`src/rtl/smol_alu_arbiter.sv`:
```
// Two-port valid/ready front end for the shared combinational smolALU: arbitrates, registers operands, returns the result.
// Optional macro SMOL_ARB_FIXED_PRIO_EN: port 0 always wins ties (default is round-robin).
module smol_alu_arbiter #(
    parameter int PC_W   = 5,
    parameter int OP_W   = 5,
    parameter int DATA_W = 32
) (
    input  logic              clk,
    input  logic              rst,
    input  logic [1:0]        req_valid,
    output logic [1:0]        req_ready,
    input  logic [DATA_W-1:0] req0_rs1,
    input  logic [DATA_W-1:0] req1_rs1,
    input  logic [DATA_W-1:0] req0_opnd,
    input  logic [DATA_W-1:0] req1_opnd,
    input  logic [PC_W-1:0]   req0_pc,
    input  logic [PC_W-1:0]   req1_pc,
    input  logic [OP_W-1:0]   req0_op,
    input  logic [OP_W-1:0]   req1_op,
    output logic [1:0]        rsp_valid,
    input  logic [1:0]        rsp_ready,
    output logic [DATA_W-1:0] rsp_data,
    output logic              rsp_carry,
    output logic              rsp_overflow,
    output logic [DATA_W-1:0] alu_rs1,
    output logic [DATA_W-1:0] alu_rs2_or_imm,
    output logic [PC_W-1:0]   alu_pc,
    output logic [OP_W-1:0]   alu_op_sel,
    input  logic [DATA_W-1:0] alu_out,
    input  logic              alu_carry,
    input  logic              alu_overflow,
    output logic              busy
);

    // Handshake: a request transfers on the rising edge where req_valid[i] & req_ready[i];
    // a response transfers where rsp_valid[i] & rsp_ready[i]. Valid may drop before a transfer.
    typedef enum logic [1:0] {
        IDLE = 2'd0,
        EXEC = 2'd1,
        RESP = 2'd2
    } state_t;

    state_t state;
    logic   last_grant;
    logic   owner;
    logic   grant;

    always_comb begin
        grant = 1'b0;
        if (req_valid == 2'b11) begin
`ifdef SMOL_ARB_FIXED_PRIO_EN
            grant = 1'b0;
`else
            grant = ~last_grant;
`endif
        end else if (req_valid[1]) begin
            grant = 1'b1;
        end
    end

    always_comb begin
        req_ready = 2'b00;
        if (!rst && state == IDLE && req_valid != 2'b00) begin
            req_ready[grant] = 1'b1;
        end
    end

    assign busy = (state != IDLE);

    always_ff @(posedge clk) begin
        if (rst) begin
            state          <= IDLE;
            last_grant     <= 1'b1;
            owner          <= 1'b0;
            rsp_valid      <= 2'b00;
            rsp_data       <= '0;
            rsp_carry      <= 1'b0;
            rsp_overflow   <= 1'b0;
            alu_rs1        <= '0;
            alu_rs2_or_imm <= '0;
            alu_pc         <= '0;
            alu_op_sel     <= '0;
        end else begin
            case (state)
                IDLE: begin
                    // Any valid request is granted in IDLE, so valid alone means handshake.
                    if (req_valid != 2'b00) begin
                        alu_rs1        <= grant ? req1_rs1  : req0_rs1;
                        alu_rs2_or_imm <= grant ? req1_opnd : req0_opnd;
                        alu_pc         <= grant ? req1_pc   : req0_pc;
                        alu_op_sel     <= grant ? req1_op   : req0_op;
                        owner          <= grant;
                        last_grant     <= grant;
                        state          <= EXEC;
                    end
                end
                EXEC: begin
                    rsp_data         <= alu_out;
                    rsp_carry        <= alu_carry;
                    rsp_overflow     <= alu_overflow;
                    rsp_valid[owner] <= 1'b1;
                    state            <= RESP;
                end
                RESP: begin
                    if (rsp_ready[owner]) begin
                        rsp_valid <= 2'b00;
                        state     <= IDLE;
                    end
                end
                default: state <= IDLE;
            endcase
        end
    end

endmodule

```
`config.mk`:
```
export PLATFORM = sky130hd
export DESIGN_NAME = smol_alu_arbiter
export DESIGN_NICKNAME = d
export VERILOG_FILES = /design/src/rtl/smol_alu_arbiter.sv
export SDC_FILE = /design/constraint.sdc
export NUM_CORES = 1
export LEC_CHECK = 0
export ABC_AREA = 0
export CAP_MARGIN = 20
export CORE_AREA = 2 2 118 120
export DETAILED_ROUTE_END_ITERATION = 8
export DIE_AREA = 0 0 120 122
export DONT_BUFFER_PORTS = 1
export PLACE_DENSITY = 0.52
export RECOVER_POWER = 25
export SYNTH_ARGS = -nofsm -noshare
export SYNTH_HDL_FRONTEND = slang
export SYNTH_SLANG_ARGS = --single-unit
```
`constraint.sdc`:
```
create_clock -name clk -period 1.5 [get_ports clk]
set_input_delay 0.225 -clock clk [delete_from_list [all_inputs] [get_ports clk]]
set_output_delay 0.225 -clock clk [all_outputs]
set_load 0.005 [all_outputs]
```
==> out/summary.txt, run 1 <==
Sink Count = 114
TritonCTS clock tree = built
Clk Latency, worst-skew pair = 0.41 ns
area share of fa/ha/maj cells after synthesis = 0
hpwl dp = 9.91 mm
period utilization = 0.988
Reg area = 0.00229 mm²
hold_buf cts = 1
Final Critical Period = 1.48 ns
full die area = 0.0146 mm²
H-tree depth = 4
P per Cell Area = 1540 mW/mm²
largest net degree at the start of global routing = 116
fraction of layout cells with a size suffix above 1 = 0.208
worst path buffer plus inverter count = 1
Via Count = 4476
largest family of logic cells by synthesized area = compound AO/OA/AOI/OAI gates
vias per cell = 5.76
clock root buffer = clkbuf_16
EDFF count, synth = 0
area growth from synthesis to final layout = 17.7%
Max-cap violations = 0
GRT Total Usage = 0.196
setup violators final = 0
CP max FO = 15
failing checks = negative hold slack
Worst Tran Pin Value = 0.468 ns
DRC violations left = 0
prevailing post-synth register cell = dfxtp_1
Compound-Gate Fraction of Synth Area = 0.306
multi-input logic area = 0.00255 mm²
Mapped Cells = 602
Post-Place Setup Slack = 0.107 ns
initial core utilization = 0.383
PortBufs = 0
clock buffer count from CTS = 17
synthesized area per cell = 8.59 µm²
Worst VDD drop = 0.715 mV
WS Path Type = reg -> out
initial antenna violation count = 0
fin cells = 777
Data arrival, critical path = 1.26 ns
sequential area share after synthesis = 0.441
Post-DRT Antenna Nets = 0
Synth Area in Simple Gates = 0.174
XOR/XNOR share of the synthesized area = 0
fill count = 1311
RSZ-0062 raised after global routing = yes
Net Count, Synth = 790
DR WL/cell = 19.7 µm
Final Slew Violations = 0
number of diodes = 0
slowest stage delay, CP = 0.34 ns
Max stage delay cell, worst path = dfxtp_2
setup tns final = 0 ns
Die X = 120 µm
clock slew at reported path FFs = 0.06 ns
initial drt markers = 294
Hold Crit Class = in -> reg
Site Rows = 43
num ports = 301
Leak = 0.00221 µW
CP Capture Type = output port
clock buffer depth = 2
Max-slew headroom = 0.688
R2R setup slack = 0.08 ns
DR pass1 iterations = 5
worst-path cell chain = a21bo_4 > buf_12 > nor3_4
Max Fclk = 0.674 GHz
Hold Fails Final Rpt = 84
Final Skew = 0.00669 ns
vias in the first global route = 4228
Hold Worst Slack = -0.121 ns
global-route wire length before repair = 22.5 mm
mapped cell area = 0.00517 mm²
CP top delay family = flip-flops
Async SR Flop Fraction = 0
Final WS setup = 0.0174 ns
GRT overflow = 0
post-synthesis register bit count = 114
Synth Warn # = 0
chip height = 122 µm
worst path required time = 1.27 ns
Final nets = 772
CP startpoint kind = register
Post-Route WL = 15.3 mm
DP Cell Count = 734
gpl congestion = 0.744
Yosys cell types = 29
status = complete, but fails checks
core area = 0.0135 mm²
mux contribution to synthesized area = 0.00218
==> Yosys cell counts (all sizes together), types with 2 or more instances <==
library cell / number / share of area
a311oi: 74 / 0.18
o21ai: 3 / 0.0029
inv: 2 / 0.0014
nor2: 5 / 0.0051
dfxtp: 114 / 0.44
nor2b: 3 / 0.0036
nand2: 217 / 0.16
nor3: 2 / 0.0019
nand2b: 2 / 0.0024
buf: 47 / 0.063
a21oi: 110 / 0.11
clkbuf: 15 / 0.012
==> layer usage <==
| metal | vias up | track usage | share of wire |
|---|---|---|---|
| met5 | - | 0 | 0 |
| met3 | 17 | 0.0787 | 0.093 |
| met1 | 2150 | 0.221 | 0.39 |
| met2 | 226 | 0.337 | 0.51 |
| met4 | 0 | 0.0699 | 0.014 |
| li1 | 2083 | - | - |
==> through the flow <==
step | total power [µW] | utilization | instance area, µm²
2_1_floorplan | 4770 | - | 5170
5_1_grt | 9780 | 0.451 | 6090
3_3_place_gp | 5000 | 0.390 | 5270
3_5_place_dp | 5050 | 0.390 | 5270
4_1_cts | 9380 | 0.443 | 5990
6_report | 9360 | 0.451 | 6090
==> report_power, final <==
| group | switching, µW | internal [µW] | total [µW] |
|---|---|---|---|
| registers | 295 | 3370 | 3660 |
| clock network | 1390 | 2860 | 4250 |
| logic | 809 | 643 | 1450 |
| total | 2500 | 6870 | 9360 |
==> cell usage in the layout (no fill, tap or decap), drive strengths merged <==
master and n:
nor2 5, bufinv 4, nand2 217, clkinv 5, nor3 2, o21a 1, inv 2, a21bo 1
a31oi 1, nand2b 2, nand3 1, o21ai 3, a311oi 74, bufbuf 1, nor2b 3, mux2 1
buf 21, nand3b 1, clkbuf 24, clkinvlp 1, a21oi 110, or2 1, dfxtp 114, dlygate4sd3 1
a21boi 1
==> worst paths after layout <==
path,start,depth (start not counted),end
worst max-delay path,last_grant$_SDFFE_PP1P_,3,req_ready[1]
worst min-delay path,rst,1,alu_rs2_or_imm[23]$_SDFFE_PP0P_
worst max register to register,state[0]$_SDFFE_PP0P_,7,alu_pc[1]$_SDFFE_PP0P_
worst min register to register,rsp_data[23]$_SDFFE_PP0P_,2,rsp_data[23]$_SDFFE_PP0P_
==> worst reg2reg max path, cell delays in order (launching register included) <==
cell      delay, ns
dfxtp_4        0.35
nor2_4         0.18
buf_6          0.14
inv_2          0.06
nor2_4         0.13
buf_4          0.14
buf_12         0.16
a311oi_2       0.13
==> sequential cells by signal (all words and copies together), names as in the netlist <==
signal,count
alu_rs1,32
alu_rs2_or_imm,32
rsp_data,32
alu_op_sel,5
alu_pc,5
rsp_valid,2
state,2
last_grant,1
owner,1
rsp_carry,1
rsp_overflow,1
==> timing repair <==
item                                    4_1_cts  5_1_grt
endpoints found under the hold margin       112      111
gates cloned                                  1        2
setup buffers                                 3        5
pin swaps                                     3        2
endpoints found under the setup margin        2       76
gates resized for setup                      10        3
==> final cells by class <==
cell class / instances / area share
clock buffers: 22 / 0.0763
clock inverters: 10 / 0.0257
inverters: 2 / 0.00123
multi-input cells: 424 / 0.419
flip-flops and latches: 114 / 0.376
well taps: 180 / 0.0370
repair buffers: 25 / 0.0644
==> cell families after synthesis <==
family | count (synthesis)
buffers and inverters | 64
and+or+nand+nor | 232
DFF | 114
muxes | 1
AOI/OAI and AO/OA | 191
Power figures use the tool's default switching activity.
==> inputs of run 2 (changes only) <==
Settings changed: ABC_AREA 0 to unset, CAP_MARGIN 20 to 15, CTS_BUF_LIST set to sky130_fd_sc_hd__clkbuf_4.
==> run 2 against run 1 <==
- the flow finishes with violations (negative hold slack, negative setup slack)
- sequential share of layout area up 2.2 points
- design area fell by 5.4%
- critical path depth is 1 higher
- clock skew rose by 0.0055 ns
- non-clock buffer count is the same
- critical path type unchanged
- first-iteration DRC count down 10%
- setup slack got worse by 0.049 ns
- register-to-register slack lost 0.03 ns
- sequential cell count stayed put
- clock power down 40%
- routed wire length fell by 0.57%
- global-route usage is 0.081 points lower
==> out/summary.txt, run 2 (same netlist as run 1, synthesis figures left out) <==
status = complete, but fails checks
failing checks = negative hold slack, negative setup slack
worst path required time = 1.27 ns (about the same)
Clk Latency, worst-skew pair = 0.52 ns (+0.11 ns)
CP max FO = 3 (-12)
Reg-to-Reg Start = state[0]$_SDFFE_PP0P_
fin cells = 777 (unchanged)
CP Depth = 4 (+1)
Worst VDD drop = 0.501 mV (-30%)
Hold Fails Final Rpt = 111 (+32%)
commonest non-fill, non-tap cell in the layout = nand2_1
slowest stage delay, CP = 0.36 ns (+0.02 ns)
num ports = 301 (unchanged)
Final Slew Violations = 0 (unchanged)
vias per cell = 5.71 (-0.85%)
Max stage delay cell, worst path = dfxtp_4
DR WL/cell = 19.6 µm (-0.57%)
Site Rows = 43 (unchanged)
period utilization = 1.02 (+0.0327)
global-route wire length before repair = 22.4 mm (-0.77%)
Hold Crit Class = in -> reg
WS Path Type = reg -> out
clock buffer depth = 2 (unchanged)
initial drt markers = 264 (-10%)
setup violators final = 2 (+2)
CP Capture Type = output port
GRT overflow = 0 (unchanged)
largest net degree at the start of global routing = 116 (unchanged)
reg2reg end = alu_pc[1]$_SDFFE_PP0P_
R2R setup slack = 0.05 ns (-0.03 ns)
DRC violations left = 0 (unchanged)
Sink Count = 114 (unchanged)
Die X = 120 µm (unchanged)
Max-cap violations = 0 (unchanged)
worst-path cell chain = nor2_4 > buf_6 > nand2_4 > nor3_4
Leak = 0.00206 µW (-6.6%)
Final WS setup = -0.0317 ns (-0.0490 ns)
hpwl dp = 9.91 mm (unchanged)
Max-slew headroom = 0.694 (+0.00634)
total power = 7600 µW (-19%)
clock slew at reported path FFs = 0.11 ns (+0.05 ns)
Via Count = 4438 (-0.85%)
clock root buffer = clkbuf_4
Max Fclk = 0.653 GHz (-3.2%)
number of diodes = 0 (unchanged)
initial core utilization = 0.383 (unchanged)
Post-Route WL = 15.2 mm (-0.57%)
R2R depth = 7 (unchanged)
most frequent cells in the layout = 216 x nand2_1, 111 x dfxtp_1, 100 x a21oi_1
Worst Setup SP = state[0]$_SDFFE_PP0P_
P per Cell Area = 1320 mW/mm² (-14%)
hold_buf cts = 1 (unchanged)
chip height = 122 µm (unchanged)
CP top delay family = flip-flops
Final nets = 772 (unchanged)
Largest regs = alu_rs1: 32 flops, alu_rs2_or_imm: 32 flops, rsp_data: 32 flops
worst path buffer plus inverter count = 1 (unchanged)
CP startpoint kind = register
Data arrival, critical path = 1.31 ns (+0.05 ns)
core area = 0.0135 mm² (unchanged)
Final Skew = 0.0122 ns (+0.00554 ns)
Hold Crit Depth = 1 (unchanged)
Critical Path End = req_ready[1]
fraction of layout cells with a size suffix above 1 = 0.209 (+0.00168)
TritonCTS clock tree = built
full die area = 0.0146 mm² (unchanged)
Post-DRT Antenna Nets = 0 (unchanged)
PortBufs = 0 (unchanged)
Hold Worst Slack = -0.246 ns (-0.125 ns)
H-tree depth = 4 (unchanged)
RSZ-0062 raised after global routing = yes
clock buffer count from CTS = 17 (unchanged)
DP Cell Count = 734 (unchanged)
final core utilization = 0.426 (-0.0245)
GRT Total Usage = 0.196 (-0.000815)
fill count = 1356 (+3.4%)
Final Critical Period = 1.53 ns (+0.0490 ns)
Worst Tran Pin Value = 0.459 ns (-0.00952 ns)
initial antenna violation count = 0 (unchanged)
DR pass1 iterations = 4 (-1)
area growth from synthesis to final layout = 11.3%
gpl congestion = 0.744 (unchanged)
vias in the first global route = 4232 (+0.095%)
## run 2: changes by cell type in the layout (fill, tap and decap cells not counted), sizes merged
cell    previous run  this run
clkbuf            24        22
clkinv             5         7
## run 2: routing by layer
metal / track usage / wire length, µm / vias to the layer above / part of all wire
met5: 0 / 0 / - / 0
li1: - / - / 2078 / -
met3: 0.0819 / 1390 / 24 / 0.091
met2: 0.334 / 7740 / 225 / 0.51
met4: 0.0735 / 255 / 0 / 0.017
met1: 0.217 / 5820 / 2111 / 0.38
## run 2: worst reg2reg max path, stage by stage (launching register included)
cell	delay [ns]
dfxtp_4	0.36
nor2_4	0.12
buf_6	0.11
buf_4	0.09
buf_4	0.10
buf_12	0.19
a21oi_1	0.13
a311oi_2	0.25
## run 2: layout make-up
class                      instances  area (µm²)  share of cell area
inverter                           2        10.0             0.00174
timing repair buffer              25         357              0.0620
clock buffer                      20         150              0.0261
tap                              180         225              0.0391
sequential                       114        2290               0.398
multi-input combinational        424        2560               0.444
clock inverter                    12         164              0.0285
## run 2: power by group
part,leakage (µW),internal (µW),switching [µW]
Clock,0.000172,1360,1180
Sequential,0.000943,3360,295
Combinational,0.000948,614,803
Total,0.00206,5330,2270
## run 2: timing repair
item	4_1_cts	5_1_grt
buffers inserted	5	4
gates resized for setup	14	5
endpoints found under the hold margin	114	113
endpoints found under the setup margin	2	3
pin swaps	3	10
gates cloned	1	1
## run 2: worst min path at each step
| stage | start | endpoint | slack, ns |
|---|---|---|---|
| floorplan | alu_carry | rsp_carry$_SDFFE_PP0P_ | 0.36 |
| global placement | rst | alu_rs1[0]$_SDFFE_PP0P_ | 0.30 |
| detailed placement | rst | alu_rs1[0]$_SDFFE_PP0P_ | 0.30 |
| CTS | rst | alu_rs2_or_imm[16]$_SDFFE_PP0P_ | -0.30 |
| global route | rst | alu_rs1[0]$_SDFFE_PP0P_ | -0.30 |
| finish | rst | alu_rs1[0]$_SDFFE_PP0P_ | -0.25 |
## run 2: per-stage QoR
| step | setup WS (ns) | setup TNS [ns] | instance area [µm²] |
|---|---|---|---|
| 2_1_floorplan | 0.203 | 0 | 5170 |
| 3_5_place_dp | 0.107 | 0 | 5270 |
| 4_1_cts | -0.159 | -0.309 | 5710 |
| 5_1_grt | -0.161 | -0.602 | 5760 |
| 6_report | -0.0317 | -0.0610 | 5760 |
| 3_3_place_gp | 0.176 | 0 | 5270 |
==> inputs of run 3 (changes only) <==
Settings changed: SETUP_SLACK_MARGIN set to 0.3.
==> run 3 against run 2 <==
- the run still ends with negative hold slack, negative setup slack left
- maximum frequency is 7.2% lower
- non-clock buffer count is 82 higher
- critical path depth stayed put
- cell count is 11% higher
- sequential power is 2% higher
- power is 23% higher
- routed wire length is 33% higher
- utilization is 18 points higher
- sequential cell count stayed put
- worst hold slack worse by 0.013 ns
- critical endpoint unchanged
==> out/summary.txt, run 3 (same netlist as run 1, synthesis figures left out) <==
status = complete, but fails checks
failing checks = negative hold slack, negative setup slack
setup violators final = 65 (+63)
most frequent cells in the layout = 162 x nand2_1, 97 x dfxtp_2, 66 x a311oi_2
Final Cell Area = 0.00816 mm² (+42%)
sw frac = 0.310 (+0.0106)
vias per cell = 5.83 (+2.0%)
P per Cell Area = 1140 mW/mm² (-13%)
vias in the first global route = 4955 (+17%)
CP Capture Type = output port
Worst VDD drop = 0.540 mV (+7.9%)
global-route wire length before repair = 28.3 mm (+26%)
Max stage delay cell, worst path = dfxtp_4
period utilization = 1.10 (+0.0789)
GRT overflow = 0 (unchanged)
chip height = 122 µm (unchanged)
Via Count = 5004 (+13%)
total power = 9340 µW (+23%)
Clk pwr share = 0.279 (-0.054)
Post-Place Setup Slack = 0.145 ns (+0.0384 ns)
Hold Worst Slack = -0.259 ns (-0.0133 ns)
initial antenna violation count = 0 (unchanged)
Max Fclk = 0.606 GHz (-7.2%)
DP Area = 0.00526 mm² (-0.21%)
Hold Crit Class = in -> reg
worst-path cell chain = nor2_4 > buf_12 > nand2_8 > nor3_4
DR WL/cell = 23.6 µm (+21%)
PortBufs = 0 (unchanged)
Final Critical Period = 1.65 ns (+0.118 ns)
number of diodes = 0 (unchanged)
Leak = 0.00311 µW (+51%)
clock buffer count from CTS = 17 (unchanged)
CP max FO = 3 (unchanged)
DRC violations left = 0 (unchanged)
fin cells = 859 (+11%)
Clk Latency, worst-skew pair = 0.56 ns (+0.04 ns)
H-tree depth = 4 (unchanged)
Max-slew headroom = 0.650 (-0.0442)
largest net degree at the start of global routing = 116 (unchanged)
Final WS setup = -0.150 ns (-0.118 ns)
num ports = 301 (unchanged)
CP top delay family = flip-flops
setup tns final = -3.59 ns (-3.52 ns)
sequential share of power = 0.401 (-0.079)
slowest stage delay, CP = 0.38 ns (+0.02 ns)
Post-Route WL = 20.3 mm (+33%)
clock buffer depth = 2 (unchanged)
Hold Fails Final Rpt = 113 (+1.8%)
TritonCTS clock tree = built
Post-DRT Antenna Nets = 0 (unchanged)
Die X = 120 µm (unchanged)
initial core utilization = 0.383 (unchanged)
clock root buffer = clkbuf_4
full die area = 0.0146 mm² (unchanged)
Final Skew = 0.0156 ns (+0.00334 ns)
worst path required time = 1.27 ns (about the same)
hpwl dp = 10.2 mm (+3.4%)
RSZ-0062 raised after global routing = yes
initial drt markers = 202 (-23%)
fraction of layout cells with a size suffix above 1 = 0.624 (+0.415)
worst path buffer plus inverter count = 1 (unchanged)
CP startpoint kind = register
GR Util met1 = 0.276 (+0.0589)
commonest non-fill, non-tap cell in the layout = nand2_1
core area = 0.0135 mm² (unchanged)
DP Cell Count = 735 (+0.14%)
GRT Total Usage = 0.258 (+0.0626)
part of the power in combinational logic = 0.321 (+0.135)
met3 Use GR = 0.0964 (+0.0145)
Largest regs = alu_rs1: 32 flops, alu_rs2_or_imm: 32 flops, rsp_data: 32 flops
area growth from synthesis to final layout = 57.7%
GR peak layer = met2
WS Path Type = reg -> out
Max-cap violations = 0 (unchanged)
Sink Count = 114 (unchanged)
NetSw = 2890 µW (+27%)
DR pass1 iterations = 4 (unchanged)
Site Rows = 43 (unchanged)
Int Pwr = 6450 µW (+21%)
Final nets = 854 (+11%)
Worst Tran Pin Value = 0.525 ns (+0.0664 ns)
Data arrival, critical path = 1.43 ns (+0.12 ns)
clock slew at reported path FFs = 0.11 ns (about the same)
gpl congestion = 0.735 (-1.2%)
GR Layer Usage met2 = 0.460 (+0.126)
Final Slew Violations = 0 (unchanged)
run 3: cell count changes in the layout (fill, tap and decap cells not counted), sizes merged:
cell | before | now
buf | 21 | 101
bufbuf | 1 | 0
clkbuf | 22 | 24
clkinvlp | 1 | 2
dlygate4sd3 | 1 | 0
inv | 2 | 3
run 3: cell type report:
cell class | count | area [µm²]
fillers | 1115 | 5350
well taps | 180 | 225
clock inverters | 14 | 188
multi-input cells | 424 | 3120
repair buffers | 107 | 2040
flip-flops and latches | 114 | 2440
inverters | 2 | 15.0
clock buffers | 18 | 135
run 3: through the flow:
| step | util | hold slack, ns |
|---|---|---|
| floorplan | - | 0.361 |
| global placement | 0.389 | 0.313 |
| detailed placement | 0.389 | 0.312 |
| CTS | 0.541 | -0.306 |
| global route | 0.604 | -0.331 |
| finish | 0.604 | -0.259 |
run 3: repair_timing:
action	CTS	global route
resized for setup	163	200
endpoints found under the hold margin	114	114
endpoints found under the setup margin	133	215
buffers inserted	40	12
pin swaps	70	45
cloned	30	10
run 3: final timing paths:
| kind | slack [ns] | from | depth (start not counted) | to |
|---|---|---|---|---|
| hold reg to reg | 0.47 | rsp_data[14]$_SDFFE_PP0P_ | 2 | rsp_data[14]$_SDFFE_PP0P_ |
| setup reg to reg | -0.12 | state[0]$_SDFFE_PP0P_ | 10 | alu_rs2_or_imm[26]$_SDFFE_PP0P_ |
| setup / recovery | -0.15 | state[0]$_SDFFE_PP0P_ | 4 | req_ready[1] |
| hold / removal | -0.26 | rst | 1 | alu_rs2_or_imm[17]$_SDFFE_PP0P_ |
run 3: power groups by stage:
| stage | Sequential (µW) | Clock (µW) | Combinational [µW] |
|---|---|---|---|
| global placement | 3720 | 0 | 1270 |
| detailed placement | 3730 | 0 | 1320 |
| floorplan | 3620 | 0 | 1180 |
| CTS | 3690 | 2660 | 2580 |
| finish | 3740 | 2600 | 3000 |
| global route | 3780 | 2810 | 3170 |
run 3: metal layers:
layer / share of wire / up-vias / wire, µm
met3: 0.089 / 41 / 1800
li1: - / 2275 / -
met5: 0 / - / 0
met1: 0.37 / 2432 / 7410
met4: 0.025 / 0 / 516
met2: 0.52 / 256 / 10500
